### src/rtl/gpu_line_pkg.sv
// Shared types for the 2D GPU line-draw scheduler and its round-robin arbiter.
package gpu_line_pkg;

    localparam int DEF_COORD_W = 8;

    typedef logic [DEF_COORD_W-1:0] coord_t;

    typedef enum logic [2:0] {
        IDLE,
        CLR_ENTER,
        CLR_EXIT,
        ISSUE,
        WAIT_DONE,
        RETIRE
    } sched_state_t;

endpackage

### src/rtl/rr_arbiter.sv
// Combinational round-robin search: first asserted request at or above rr_ptr, wrapping.
module rr_arbiter #(
    parameter  int NUM_REQ = 2,
    localparam int IDX_W   = $clog2(NUM_REQ)
) (
    input  logic [NUM_REQ-1:0] req,
    input  logic [IDX_W-1:0]   rr_ptr,
    output logic               gnt_valid,
    output logic [IDX_W-1:0]   gnt_idx
);

    logic [IDX_W-1:0] w_idx;

    always_comb begin
        gnt_valid = 1'b0;
        gnt_idx   = '0;
        w_idx     = '0;
        for (int k = 0; k < NUM_REQ; k++) begin
            w_idx = IDX_W'((int'(rr_ptr) + k) % NUM_REQ);
            if (!gnt_valid && req[w_idx]) begin
                gnt_valid = 1'b1;
                gnt_idx   = w_idx;
            end
        end
    end

endmodule

### src/rtl/line_draw_sched.sv
// Schedules line draws and frame-buffer clears onto the shared Bresenham rasterizer.
// Define LINE_DRAW_SCHED_STATS_EN to add saturating line_count / clear_count outputs.
module line_draw_sched
    import gpu_line_pkg::*;
#(
    parameter  int NUM_REQ = 2,
    parameter  int COORD_W = DEF_COORD_W,
    localparam int IDX_W   = $clog2(NUM_REQ)
) (
    input  logic                       clk,
    input  logic                       n_rst,
    input  logic [NUM_REQ-1:0]         req,
    input  logic [NUM_REQ*COORD_W-1:0] req_x0,
    input  logic [NUM_REQ*COORD_W-1:0] req_y0,
    input  logic [NUM_REQ*COORD_W-1:0] req_x1,
    input  logic [NUM_REQ*COORD_W-1:0] req_y1,
    output logic [NUM_REQ-1:0]         ack,
    input  logic                       clear_req,
    output logic                       clear_ack,
    output logic [COORD_W-1:0]         eng_x0,
    output logic [COORD_W-1:0]         eng_y0,
    output logic [COORD_W-1:0]         eng_x1,
    output logic [COORD_W-1:0]         eng_y1,
    output logic                       eng_start,
    output logic                       eng_reset_buff,
    input  logic                       eng_done,
`ifdef LINE_DRAW_SCHED_STATS_EN
    output logic [15:0]                line_count,
    output logic [7:0]                 clear_count,
`endif
    output logic                       busy,
    output logic [IDX_W-1:0]           grant_id
);

    sched_state_t r_state, w_next;

    logic [NUM_REQ-1:0][COORD_W-1:0] w_x0, w_y0, w_x1, w_y1;
    logic [COORD_W-1:0]              r_x0, r_y0, r_x1, r_y1;
    logic [IDX_W-1:0]                r_grant_id, r_rr_ptr;
    logic                            w_gnt_valid;
    logic [IDX_W-1:0]                w_gnt_idx;
    logic                            w_issue;

    // Packed-array view lines up exactly with the [i*COORD_W +: COORD_W] layout.
    assign w_x0 = req_x0;
    assign w_y0 = req_y0;
    assign w_x1 = req_x1;
    assign w_y1 = req_y1;

    rr_arbiter #(.NUM_REQ(NUM_REQ)) u_arb (
        .req       (req),
        .rr_ptr    (r_rr_ptr),
        .gnt_valid (w_gnt_valid),
        .gnt_idx   (w_gnt_idx)
    );

    assign w_issue = (r_state == IDLE) && !clear_req && w_gnt_valid;

    always_ff @(posedge clk or negedge n_rst) begin
        if (!n_rst) r_state <= IDLE;
        else        r_state <= w_next;
    end

    always_comb begin
        w_next         = r_state;
        ack            = '0;
        clear_ack      = 1'b0;
        eng_start      = 1'b0;
        eng_reset_buff = 1'b0;
        busy           = (r_state != IDLE);
        case (r_state)
            IDLE: begin
                if (clear_req)        w_next = CLR_ENTER;
                else if (w_gnt_valid) w_next = ISSUE;
            end
            CLR_ENTER: begin
                eng_reset_buff = 1'b1;
                w_next         = CLR_EXIT;
            end
            CLR_EXIT: begin
                // start pulse walks the rasterizer out of its RESET state
                eng_start = 1'b1;
                clear_ack = 1'b1;
                w_next    = IDLE;
            end
            ISSUE: begin
                eng_start = 1'b1;
                w_next    = WAIT_DONE;
            end
            WAIT_DONE: begin
                if (eng_done) w_next = RETIRE;
            end
            RETIRE: begin
                ack[r_grant_id] = 1'b1;
                w_next          = IDLE;
            end
            default: w_next = IDLE;
        endcase
    end

    always_ff @(posedge clk or negedge n_rst) begin
        if (!n_rst) begin
            r_x0       <= '0;
            r_y0       <= '0;
            r_x1       <= '0;
            r_y1       <= '0;
            r_grant_id <= '0;
            r_rr_ptr   <= '0;
        end else begin
            if (w_issue) begin
                r_x0       <= w_x0[w_gnt_idx];
                r_y0       <= w_y0[w_gnt_idx];
                r_x1       <= w_x1[w_gnt_idx];
                r_y1       <= w_y1[w_gnt_idx];
                r_grant_id <= w_gnt_idx;
            end
            if (r_state == RETIRE)
                r_rr_ptr <= (r_grant_id == IDX_W'(NUM_REQ - 1)) ? '0 : r_grant_id + 1'b1;
        end
    end

    assign eng_x0   = r_x0;
    assign eng_y0   = r_y0;
    assign eng_x1   = r_x1;
    assign eng_y1   = r_y1;
    assign grant_id = r_grant_id;

`ifdef LINE_DRAW_SCHED_STATS_EN
    logic [15:0] r_line_count;
    logic [7:0]  r_clear_count;

    always_ff @(posedge clk or negedge n_rst) begin
        if (!n_rst) begin
            r_line_count  <= '0;
            r_clear_count <= '0;
        end else begin
            if (r_state == RETIRE && r_line_count != '1)
                r_line_count <= r_line_count + 1'b1;
            if (r_state == CLR_EXIT && r_clear_count != '1)
                r_clear_count <= r_clear_count + 1'b1;
        end
    end

    assign line_count  = r_line_count;
    assign clear_count = r_clear_count;
`endif

endmodule
### config.mk
export PLATFORM = sky130hd
export DESIGN_NAME = line_draw_sched
export DESIGN_NICKNAME = d
export VERILOG_FILES = /design/src/rtl/gpu_line_pkg.sv /design/src/rtl/rr_arbiter.sv /design/src/rtl/line_draw_sched.sv
export SDC_FILE = /design/constraint.sdc
export NUM_CORES = 1
export LEC_CHECK = 0
export BUFFER_PORTS_ARGS = -buffer_cell sky130_fd_sc_hd__buf_2
export CORE_AREA = 2 2 70 72
export DETAILED_ROUTE_END_ITERATION = 7
export DIE_AREA = 0 0 72 74
export PLACE_DENSITY = 0.78
export SLEW_MARGIN = 20
export SYNTH_ARGS = -nofsm -noshare
export SYNTH_HDL_FRONTEND = slang
export SYNTH_SLANG_ARGS = --single-unit
### constraint.sdc
create_clock -name clk -period 2.1 [get_ports clk]
set_input_delay 0.525 -clock clk [delete_from_list [all_inputs] [get_ports clk]]
set_output_delay 0.525 -clock clk [all_outputs]
set_load 0.02 [all_outputs]
* After elaboration in Yosys (flattened, before gate mapping)
Index checks and enable logic that the tools add are counted.
Cells by class: equal/unequal tests 7, multiplexer cells 27, add/subtract/negate cells 2, reduce and logical (&&, ||, !) cells 10, $lt $le $gt $ge 5
Operators by type and width (number):
- two-way mux 8 bit | 8
- two-way mux 1 bit | 13
- case mux 3 bit (4 select lines) | 1
- two-way mux 3 bit | 3
- < comparator 1 x 2 -> 1 bit, second input constant | 4
- == test 3 x 2 -> 1 bit, second input constant | 2
- == test 3 bit, second input constant | 2
- logical AND 1 bit | 4
- == test 3 x 1 -> 1 bit, second input constant | 1
- logical NOT 3 bit | 1
- != test 3 bit, second input constant | 1
- nonzero test 3 bit | 1
- adder 1 bit, second input constant | 2
- logical NOT 1 bit | 2
- two-way mux 2 bit | 1
- != test 2 bit, second input constant | 1
- AND reduction 2 bit | 1
- OR reduction 2 bit | 1
- demux 1 bit (select 1 bit) | 1
- >= comparator 1 bit, second input constant | 1
Word-level totals: word-level logic and storage cells 58, input bits 70, bits in registers 37, output and inout bits 39

* Longest topological paths before layout
Gate-level depths: netlist of run 1.
depth after elaboration 9, mapped depth 5, depth with buffers taken out 3

* Hierarchy
From an unflattened synthesis of run 1, not the netlist that was laid out.
Second synthesis, totals: cells, all modules 176, area total of the unflattened synthesis 1861.8 sq um
By module, submodules not included:
- line_draw_sched | area each 1844.3 sq um, seq. area each 925.9 sq um, cells each 173, instances 1
- rr_arbiter | area each 17.5 sq um, seq. area each 0.0 sq um, cells each 3, instances 1

* Worst setup path after synthesis of run 1
OpenSTA, ideal clock, no wires.
path kind reg2out, start point register r_state[2], end point output clear_ack, data required time 1575 ps, path buffers 1, cell stages (with the launch flop) 4, slack 469 ps, arrival 1106 ps, cells stage by stage dfrtp_1 -> buf_6 -> and2b_2 -> nor2b_1
On the way: cells in the longest elaborated chain, start to end 2
Ends and longest elaborated chain:
- start: declaration | RTL line line_draw_sched.sv:35 | sched_state_t r_state, w_next;
- start signal: assignment | RTL line line_draw_sched.sv:61 | else r_state <= w_next;
- == test 3 x 2 -> 1 bit | RTL line line_draw_sched.sv:71 | case (r_state)
- two-way mux 1 bit | RTL line line_draw_sched.sv:71
- end: declaration | RTL line line_draw_sched.sv:19 | output logic clear_ack,
Every way passes these cells.

* Final worst setup path of run 1
start point register r_state[2], end point output busy
On the way: cells in the longest elaborated chain, start to end 1
Ends and longest elaborated chain:
- nonzero test 3 bit | RTL line line_draw_sched.sv:70 | busy = (r_state != IDLE);
- end: declaration | RTL line line_draw_sched.sv:31 | output logic busy,
Every way passes these cells.

==> impl_metrics.json, run 1 <==
{
  "use_met2_pct": 29.9,
  "timing_hold_violations_final": 0,
  "post_cts_resize_count": 0,
  "post_route_cells_drive_above_1_share_pct": 62.2,
  "pwr-share-clk_pct": 17.4,
  "worstPathArrival_ps": 1390,
  "power_frac_seq_pct": 32.8,
  "die_w_um": 72,
  "yosysSeqAreaShare_pct": 47.5,
  "use_met1_pct": 23.0,
  "synth_area_mm2": 0.00195,
  "slowest_stage": "dfrtp_1",
  "wl_per_cell_um": 15.5,
  "drc_errors": 0,
  "h-tree-depth": 2,
  "rows": 25,
  "core_area_mm2": 0.00460,
  "setup_viol": 0,
  "clk_pin_slew_ps": 80,
  "detail_route.wirelength_um": 4730,
  "synth_area_per_cell_um2": 13.2,
  "dieArea_mm2": 0.00533,
  "dp_cells": 297,
  "totalNegativeSetupSlack_ps": 0,
  "swShare_pct": 39.9,
  "ir_drop_mv": 0.591,
  "cts_root_buf": "clkbuf_8",
  "ioPinCount": 109,
  "worst-setup-path-type": "flop to output pin",
  "die_y_um": 74,
  "maxSlewHeadroom_pct": 37.3,
  "yosys-top-cells-area": "dfrtp_1 47%, a2bb2oi_2 23%, o32ai_1 14%, buf_6 2.3%, clkbuf_1 1.7%",
  "antenna_cells": 0,
  "final_core_util_pct": 57.4,
  "cts_max_path_buffers": 2,
  "yosys_warnings": 0,
  "leakagePower_nw": 1.17,
  "antenna_found_initial": 0,
  "drt_iter0_drc": 43,
  "grt_start_max_net_pins": 38,
  "cts_tree": "done",
  "p_int_w": 0.00249,
  "ys_seq_elements": 37,
  "path_cells": "or3_4 > buf_2",
  "tightest_slew_ps": 939,
  "outcome": "complete, no violations",
  "first_pass_iters": 4,
  "area_growth_syn_to_layout_pct": 35.4,
  "combPwrFrac_pct": 49.8,
  "grt_pass1_vias": 1626,
  "viasPerCell": 5.49,
  "cts_sinks": 37,
  "crit_path_max_fanout": 9,
  "switching_power_w": 0.00165,
  "instances_no_fill": 305,
  "grt-ovfl-total": 0,
  "post-cts-setup-buffers": 0,
  "postSynthCellCount": 148,
  "synth.distinct_cells": 23,
  "clkLatencyLatePin_ps": 280,
  "grt_pass1_wl_um": 7470,
  "start_util_pct": 42.4,
  "hold_buffers": 0,
  "portBuffers": 108,
  "cp-start-kind": "flop",
  "grt_util_met3_pct": 4.88,
  "fill_cells": 384,
  "gp_congestion": 0.750,
  "crit_required_ps": 1570,
  "hpwl_um": 3380,
  "final_max_slew_viol_count": 0,
  "cts_buffers": 5,
  "skew_ps": 5.92,
  "yosysTopAreaCell": "dfrtp_1",
  "drtAntennaViolNets": 0,
  "holdWs_ps": 330,
  "route.vias.total": 1674,
  "max_freq_ghz": 0.523,
  "busiest_layer": "met2",
  "min_path_type": "input pin to asynchronous set/reset pin",
  "max_stage_delay_ps": 490,
  "post-route-period-util_pct": 91.0,
  "fin_crit_ps": 1910,
  "drv_cap": 0,
  "synth_top_area_share_pct": 47.5,
  "syn_nets": 218,
  "end_kind": "output pin",
  "fin_nets": 320,
  "grt_use_total_pct": 17.8,
  "power_density_mw_per_mm2": 1570,
  "grt_setup_unrepaired": "no"
}
==> cells in the mapped netlist <==
cell type and n:
dfrtp_1 37, o32ai_1 32, o21a_1 1, and2_1 1, a31oi_1 1, clkbuf_2 1
nor2_1 7, a21oi_1 3, nand2_1 3, a2bb2oi_2 30, nor2b_1 2, nor4_2 1
inv_1 4, a21bo_2 1, clkbuf_1 9, and2b_2 1, nor3_4 1, or3_4 1
a2bb2oi_1 2, buf_2 3, o21ai_0 2, buf_6 4, nand3b_1 1
==> path summary, 6_finish.rpt <==
check | start | to | slack [ps] | cells past startpoint
setup / recovery | r_state[2]$_DFFE_PN0P_ | busy | 190 | 2
min in group clk | req[0] | grant_id$_DFFE_PN0P_ | 460 | 2
setup reg to reg | r_state[2]$_DFFE_PN0P_ | eng_x1[2]$_DFFE_PN0P_ | 410 | 4
hold reg to reg | eng_y1[2]$_DFFE_PN0P_ | eng_y1[2]$_DFFE_PN0P_ | 520 | 1
hold / removal | n_rst | eng_y1[4]$_DFFE_PN0P_ | 330 | 1
max in group asynchronous | n_rst | eng_y0[6]$_DFFE_PN0P_ | 1240 | 1
==> metrics by stage <==
stage / cell area, um^2 / total power [W] / setup WS [ps]
after floorplan: 1950 / 0.00285 / 469
after global placement: 2500 / 0.00340 / -10.9
after detailed placement: 2500 / 0.00346 / 203
after CTS: 2640 / 0.00418 / 176
after global routing: 2640 / 0.00438 / 137
final: 2640 / 0.00414 / 189
==> critical path, delay by kind of cell (launching register included) <==
kind / cells / cell delay [ps]
flip-flops: 1 / 490
buffers and inverters: 1 / 180
AND/OR/NAND/NOR: 1 / 450
==> flip-flops by register name, indices dropped and copies added (netlist names) <==
register / cells
eng_x0: 8
r_rr_ptr: 1
grant_id: 1
eng_y0: 8
eng_y1: 8
r_state: 3
eng_x1: 8
==> final cells by class <==
| type | instances | area (um^2) | area share (%) |
|---|---|---|---|
| tap | 54 | 67.6 | 2.56 |
| sequential | 37 | 926 | 35.1 |
| clock inverter | 3 | 65.1 | 2.47 |
| inverter | 4 | 15.0 | 0.569 |
| clock buffer | 5 | 68.8 | 2.61 |
| timing repair buffer | 112 | 571 | 21.6 |
| multi-input combinational | 90 | 926 | 35.1 |
==> cell usage in the layout (no fill, tap or decap), drive strengths merged <==
cell type,instances
buf,112
nor4,1
nor2,7
o21ai,2
dfrtp,37
nor2b,2
bufinv,2
nand3b,1
clkbuf,5
a21oi,3
o21a,1
and2b,1
nor3,1
a21bo,1
o32ai,32
or3,1
a2bb2oi,32
nand2,3
and2,1
a31oi,1
inv,4
clkinv,1
==> routing by layer <==
metal | part of all wire (%) | routed length (um) | vias up
li1 | - | - | 805
met1 | 43 | 2030 | 796
met2 | 50 | 2350 | 69
met3 | 6.9 | 326 | 4
met4 | 0.51 | 24 | 0
met5 | 0 | 0 | -
==> kinds of logic (layout without fill, tap and decap cells) <==
logic type	count (synthesis)	in the layout	share of synthesized area (%)
buffers and inverters	21	124	5.84
AO/OA/AOI/OAI	72	72	40.9
AND/OR/NAND/NOR	18	18	5.78
flip-flops	37	37	47.5
==> power groups by stage <==
stage	Clock, W	Sequential, W	Combinational, W
floorplan	0	0.00167	0.00118
global placement	0	0.00136	0.00204
detailed placement	0	0.00137	0.00209
CTS	0.000740	0.00136	0.00208
global route	0.000770	0.00141	0.00221
finish	0.000721	0.00136	0.00206
Note: power is estimated with default switching activity, not from simulation.
==> run 2: changes to the inputs <==
- BUFFER_PORTS_ARGS: -buffer_cell sky130_fd_sc_hd__buf_2 -> unset
- CORE_AREA: 2 2 70 72 -> 2 2 60 62
- DIE_AREA: 0 0 72 74 -> 0 0 62 64
- DONT_BUFFER_PORTS: unset -> 1
- PLACE_DENSITY: 0.78 -> 0.75
==> run 2 against run 1 <==
Against the previous run:
- setup slack got worse by 64 ps
- first-iteration DRC count increased by 72%
- clock skew increased by 0.98 ps
- register-to-register slack got worse by 50 ps
- final area decreased by 22%
- clock power decreased by 47%
- maximum frequency decreased by 3.3%
- flip-flop and latch count unchanged
- wire length decreased by 8.1%
- sequential power increased by 32%
- total power decreased by 17%
- critical path type unchanged
==> impl_metrics.json, run 2 (same netlist as run 1, synthesis figures left out) <==
{
  "layout_common_cells": "37 x dfrtp_1, 32 x o32ai_1, 30 x a2bb2oi_2",
  "grt_pass1_vias": 1393,
  "hpwl_um": 2980,
  "route.vias.total": 1344,
  "portBuffers": 0,
  "drt_iter0_drc": 74,
  "core_area_mm2": 0.00328,
  "totalNegativeSetupSlack_ps": 0,
  "use_met1_pct": 26.3,
  "grt_pass1_wl_um": 6670,
  "crit_path_max_fanout": 9,
  "cts_tree": "done",
  "drc_errors": 0,
  "area_growth_syn_to_layout_pct": 5.20,
  "gp_congestion": 0.647,
  "final_max_slew_viol_count": 0,
  "skew_ps": 6.90,
  "final-seq-area_um2": 926,
  "design_area_mm2": 0.00205,
  "ioPinCount": 109,
  "power_density_mw_per_mm2": 1680,
  "use_met2_pct": 38.9,
  "dp_slack_ps": 336,
  "post_route_cells_drive_above_1_share_pct": 34.0,
  "h-tree-depth": 2,
  "fin_ws_ps": 124,
  "finalPower_w": 0.00345,
  "setup_viol": 0,
  "antenna_found_initial": 0,
  "min_path_type": "input pin to flop",
  "cts_buffers": 5,
  "cp-start-kind": "flop",
  "tightest_slew_ps": 949,
  "drtAntennaViolNets": 0,
  "clkLatencyLatePin_ps": 330,
  "cts_sinks": 37,
  "start_util_pct": 59.4,
  "max_freq_ghz": 0.506,
  "maxSlewHeadroom_pct": 36.6,
  "die_w_um": 62,
  "post-cts-setup-buffers": 0,
  "multi_input_area_um2": 928,
  "wl_per_cell_um": 22.9,
  "die_y_um": 64,
  "ir_drop_mv": 1.01,
  "leakagePower_nw": 0.728,
  "viasPerCell": 7.07,
  "end_kind": "output pin",
  "worst-setup-path-type": "flop to output pin",
  "post-route-period-util_pct": 94.1,
  "busiest_layer": "met2",
  "timing_hold_violations_final": 0,
  "fin_nets": 213,
  "clk_pin_slew_ps": 110,
  "grt_start_max_net_pins": 38,
  "fin_crit_ps": 1980,
  "grt_setup_unrepaired": "no",
  "final_common_cell": "dfrtp_1",
  "fill_cells": 263,
  "outcome": "complete, no violations",
  "cts_max_path_buffers": 2,
  "rows": 21,
  "crit_required_ps": 1570,
  "grt_util_met3_pct": 7.29,
  "grt_use_total_pct": 22.7,
  "cts_root_buf": "clkbuf_4",
  "first_pass_iters": 4,
  "grt-ovfl-total": 0,
  "antenna_cells": 0,
  "dieArea_mm2": 0.00397,
  "detail_route.wirelength_um": 4350,
  "placed_cell_area_mm2": 0.00196,
  "drv_cap": 0,
  "worstPathArrival_ps": 1450
}
## run 2: cell count changes in the layout (fill, tap and decap cells not counted)
cell           before  now
bufinv_16           2    0
clkinvlp_4          0    1
clkbuf_8            5    0
nor2b_1             1    0
dlygate4sd3_1       0    1
buf_2             108    0
buf_4               4    2
buf_12              0    2
clkbuf_4            0    5
nor2b_2             0    1
inv_6               0    1
## run 2: layer usage
metal	routed length, um	vias to the layer above
li1	-	592
met1	1650	678
met3	343	6
met4	49	0
met2	2300	68
met5	0	-
## run 2: layout make-up
type	instances	area share (%)
multi-input combinational	90	45.3
clock inverter	3	1.04
sequential	37	45.1
clock buffer	5	1.83
timing repair buffer	5	3.17
tap	46	2.81
inverter	4	0.732
## run 2: worst paths after layout
check | start | end | slack [ps] | cells past startpoint
max | r_state[2]$_DFFE_PN0P_ | clear_ack | 120 | 2
min | req[0] | grant_id$_DFFE_PN0P_ | 270 | 1
max reg2reg | r_state[2]$_DFFE_PN0P_ | eng_x1[2]$_DFFE_PN0P_ | 360 | 4
min reg2reg | r_rr_ptr$_DFFE_PN0N_ | r_rr_ptr$_DFFE_PN0N_ | 610 | 2
max in group asynchronous | n_rst | grant_id$_DFFE_PN0P_ | 1270 | 2
min in group asynchronous | n_rst | eng_x1[6]$_DFFE_PN0P_ | 650 | 2
## run 2: power by group
group / internal (W) / switching, W / total (W)
combinational: 0.000696 / 0.000589 / 0.00128
sequential: 0.00105 / 0.000739 / 0.00179
clock: 0.000133 / 0.000250 / 0.000383
total: 0.00188 / 0.00158 / 0.00345
## run 2: worst max-delay path: stages (launching register included)
cell and delay (ps):
dfrtp_1 510, and2b_2 330, nor2b_2 280
## run 2: repair_timing
action / 4_1_cts / 5_1_grt
setup endpoints to repair: 0 / 1
hold endpoints to repair: 37 / 0
resized for setup: 0 / 1
hold buffers: 2 / 0
## run 2: through the flow
stage | hold WS (ps) | utilization [%] | std cells
6_report | 273 | 62.4 | 190
5_1_grt | 249 | 62.4 | 190
4_1_cts | 259 | 62.4 | 190
3_5_place_dp | 230 | 59.7 | 180
3_3_place_gp | 230 | 59.5 | 180
2_1_floorplan | 229 | - | 148
==> run 3: changes to the inputs <==
- CORE_AREA: 2 2 60 62 -> 4 4 62 64
- DIE_AREA: 0 0 62 64 -> 0 0 66 68
- RECOVER_POWER: unset -> 50
==> run 3 against run 2 <==
Against the previous run:
- maximum frequency shrank 0.65%
- total power grew 6.6%
- cell count is the same
- register-to-register slack is essentially flat
- critical path depth is the same
- global-route usage shrank 0.93 points
- combinational power is essentially flat
- sequential power is essentially flat
- first-iteration DRC count shrank 31%
- non-clock buffer count is the same
- sequential share of layout area shrank 0.68 points
- critical path type unchanged
- largest cell class unchanged
==> impl_metrics.json, run 3 (same netlist as run 1, synthesis figures left out) <==
{
  "portBuffers": 0,
  "holdPathStages": 1,
  "grt_pass1_vias": 1403,
  "post-cts-setup-buffers": 0,
  "drc_errors": 0,
  "leakagePower_nw": 0.746,
  "fin_crit_ps": 1990,
  "multi_input_area_um2": 931,
  "first_pass_iters": 4,
  "rows": 21,
  "clk_pin_slew_ps": 100,
  "grt_use_total_pct": 21.7,
  "grt_pass1_wl_um": 7160,
  "final_max_slew_viol_count": 0,
  "clkLatencyLatePin_ps": 340,
  "drt_iter0_drc": 51,
  "placed_cell_area_mm2": 0.00196,
  "final_common_cell": "dfrtp_1",
  "skew_ps": 8.81,
  "grt_start_max_net_pins": 38,
  "worstPathArrival_ps": 1460,
  "antenna_cells": 0,
  "crit_path_max_fanout": 9,
  "ir_drop_mv": 0.890,
  "totalNegativeSetupSlack_ps": 0,
  "core_area_mm2": 0.00328,
  "die_w_um": 66,
  "fin_nets": 213,
  "area_growth_syn_to_layout_pct": 6.80,
  "layout_common_cells": "37 x dfrtp_1, 32 x o32ai_1, 30 x a2bb2oi_2",
  "start_util_pct": 59.4,
  "antenna_found_initial": 0,
  "die_y_um": 68,
  "wl_per_cell_um": 25.3,
  "fill_cells": 265,
  "detail_route.wirelength_um": 4810,
  "post-route-period-util_pct": 94.7,
  "max_freq_ghz": 0.503,
  "cts_root_buf": "clkbuf_4",
  "dieArea_mm2": 0.00449,
  "drtAntennaViolNets": 0,
  "ioPinCount": 109,
  "outcome": "complete, no violations",
  "tightest_slew_ps": 960,
  "cp-start-kind": "flop",
  "cts_sinks": 37,
  "setup_viol": 0,
  "end_kind": "output pin",
  "grt_setup_unrepaired": "no",
  "worst-setup-path-type": "flop to output pin",
  "reg2reg_depth": 4,
  "post_route_cells_drive_above_1_share_pct": 34.7,
  "power_density_mw_per_mm2": 1770,
  "viasPerCell": 7.17,
  "cts_max_path_buffers": 2,
  "drv_cap": 0,
  "design_area_mm2": 0.00208,
  "hpwl_um": 3360,
  "maxSlewHeadroom_pct": 35.9,
  "route.vias.total": 1363,
  "grt-ovfl-total": 0,
  "cts_tree": "done",
  "cts_buffers": 5,
  "h-tree-depth": 2,
  "min_path_type": "input pin to flop",
  "crit_required_ps": 1570,
  "timing_hold_violations_final": 0,
  "final-seq-area_um2": 926,
  "gp_congestion": 0.635
}
==> run 3: cell count changes in the layout (fill, tap and decap cells not counted) <==
cell        change
bufinv_16       +2
buf_12          -1
clkbuf_2        +1
clkinvlp_4      -1
inv_6           -1
nor2_1          -1
nor2_2          +1
==> run 3: through the flow <==
stage	instances	util (%)	power, W	setup WS [ps]	hold WS (ps)
final	190	63.4	0.00368	111	275
after global routing	190	63.4	0.00388	32.9	244
after CTS	189	63.4	0.00371	0.692	3.27
after detailed placement	180	59.7	0.00309	370	230
after global placement	180	59.5	0.00299	198	230
after floorplan	148	-	0.00285	469	229
==> run 3: area by class of cell <==
| cell class | instances | area share, % |
|---|---|---|
| tap | 46 | 2.76 |
| multi-input combinational | 90 | 44.7 |
| sequential | 37 | 44.5 |
| inverter | 4 | 0.721 |
| clock buffer | 5 | 1.80 |
| clock inverter | 3 | 3.12 |
| timing repair buffer | 5 | 2.40 |
==> run 3: critical path: stages, from the launching register on <==
cell	delay, ps
dfrtp_1	500
and2b_2	330
nor2b_2	300
==> run 3: path summary, 6_finish.rpt <==
path / startpoint / slack, ps / to
min in group asynchronous: n_rst / 870 / eng_x0[4]$_DFFE_PN0P_
max: r_state[2]$_DFFE_PN0P_ / 110 / clear_ack
min: req[0] / 270 / grant_id$_DFFE_PN0P_
min reg2reg: r_rr_ptr$_DFFE_PN0N_ / 610 / r_rr_ptr$_DFFE_PN0N_
max in group asynchronous: n_rst / 660 / grant_id$_DFFE_PN0P_
max reg2reg: r_state[2]$_DFFE_PN0P_ / 370 / eng_x1[2]$_DFFE_PN0P_
==> run 3: power by group <==
part | internal (W) | switching (W) | total [W] | leakage, nW
Clock | 0.000369 | 0.000234 | 0.000602 | 0.0552
Sequential | 0.00105 | 0.000744 | 0.00179 | 0.408
Combinational | 0.000693 | 0.000592 | 0.00128 | 0.283
Total | 0.00211 | 0.00157 | 0.00368 | 0.746
==> run 3: repair_timing <==
item	CTS	global route
hold buffers	1	1
hold endpoints to repair	37	14
endpoints found under the setup margin	0	2
gates resized for setup	0	2
==> run 3: metal layers <==
layer,up-vias,track usage (%),share of wire [%]
met3,7,8.70,10
li1,594,-,-
met4,0,6.85,1.4
met2,78,38.0,52
met1,684,24.4,36
met5,-,0,0
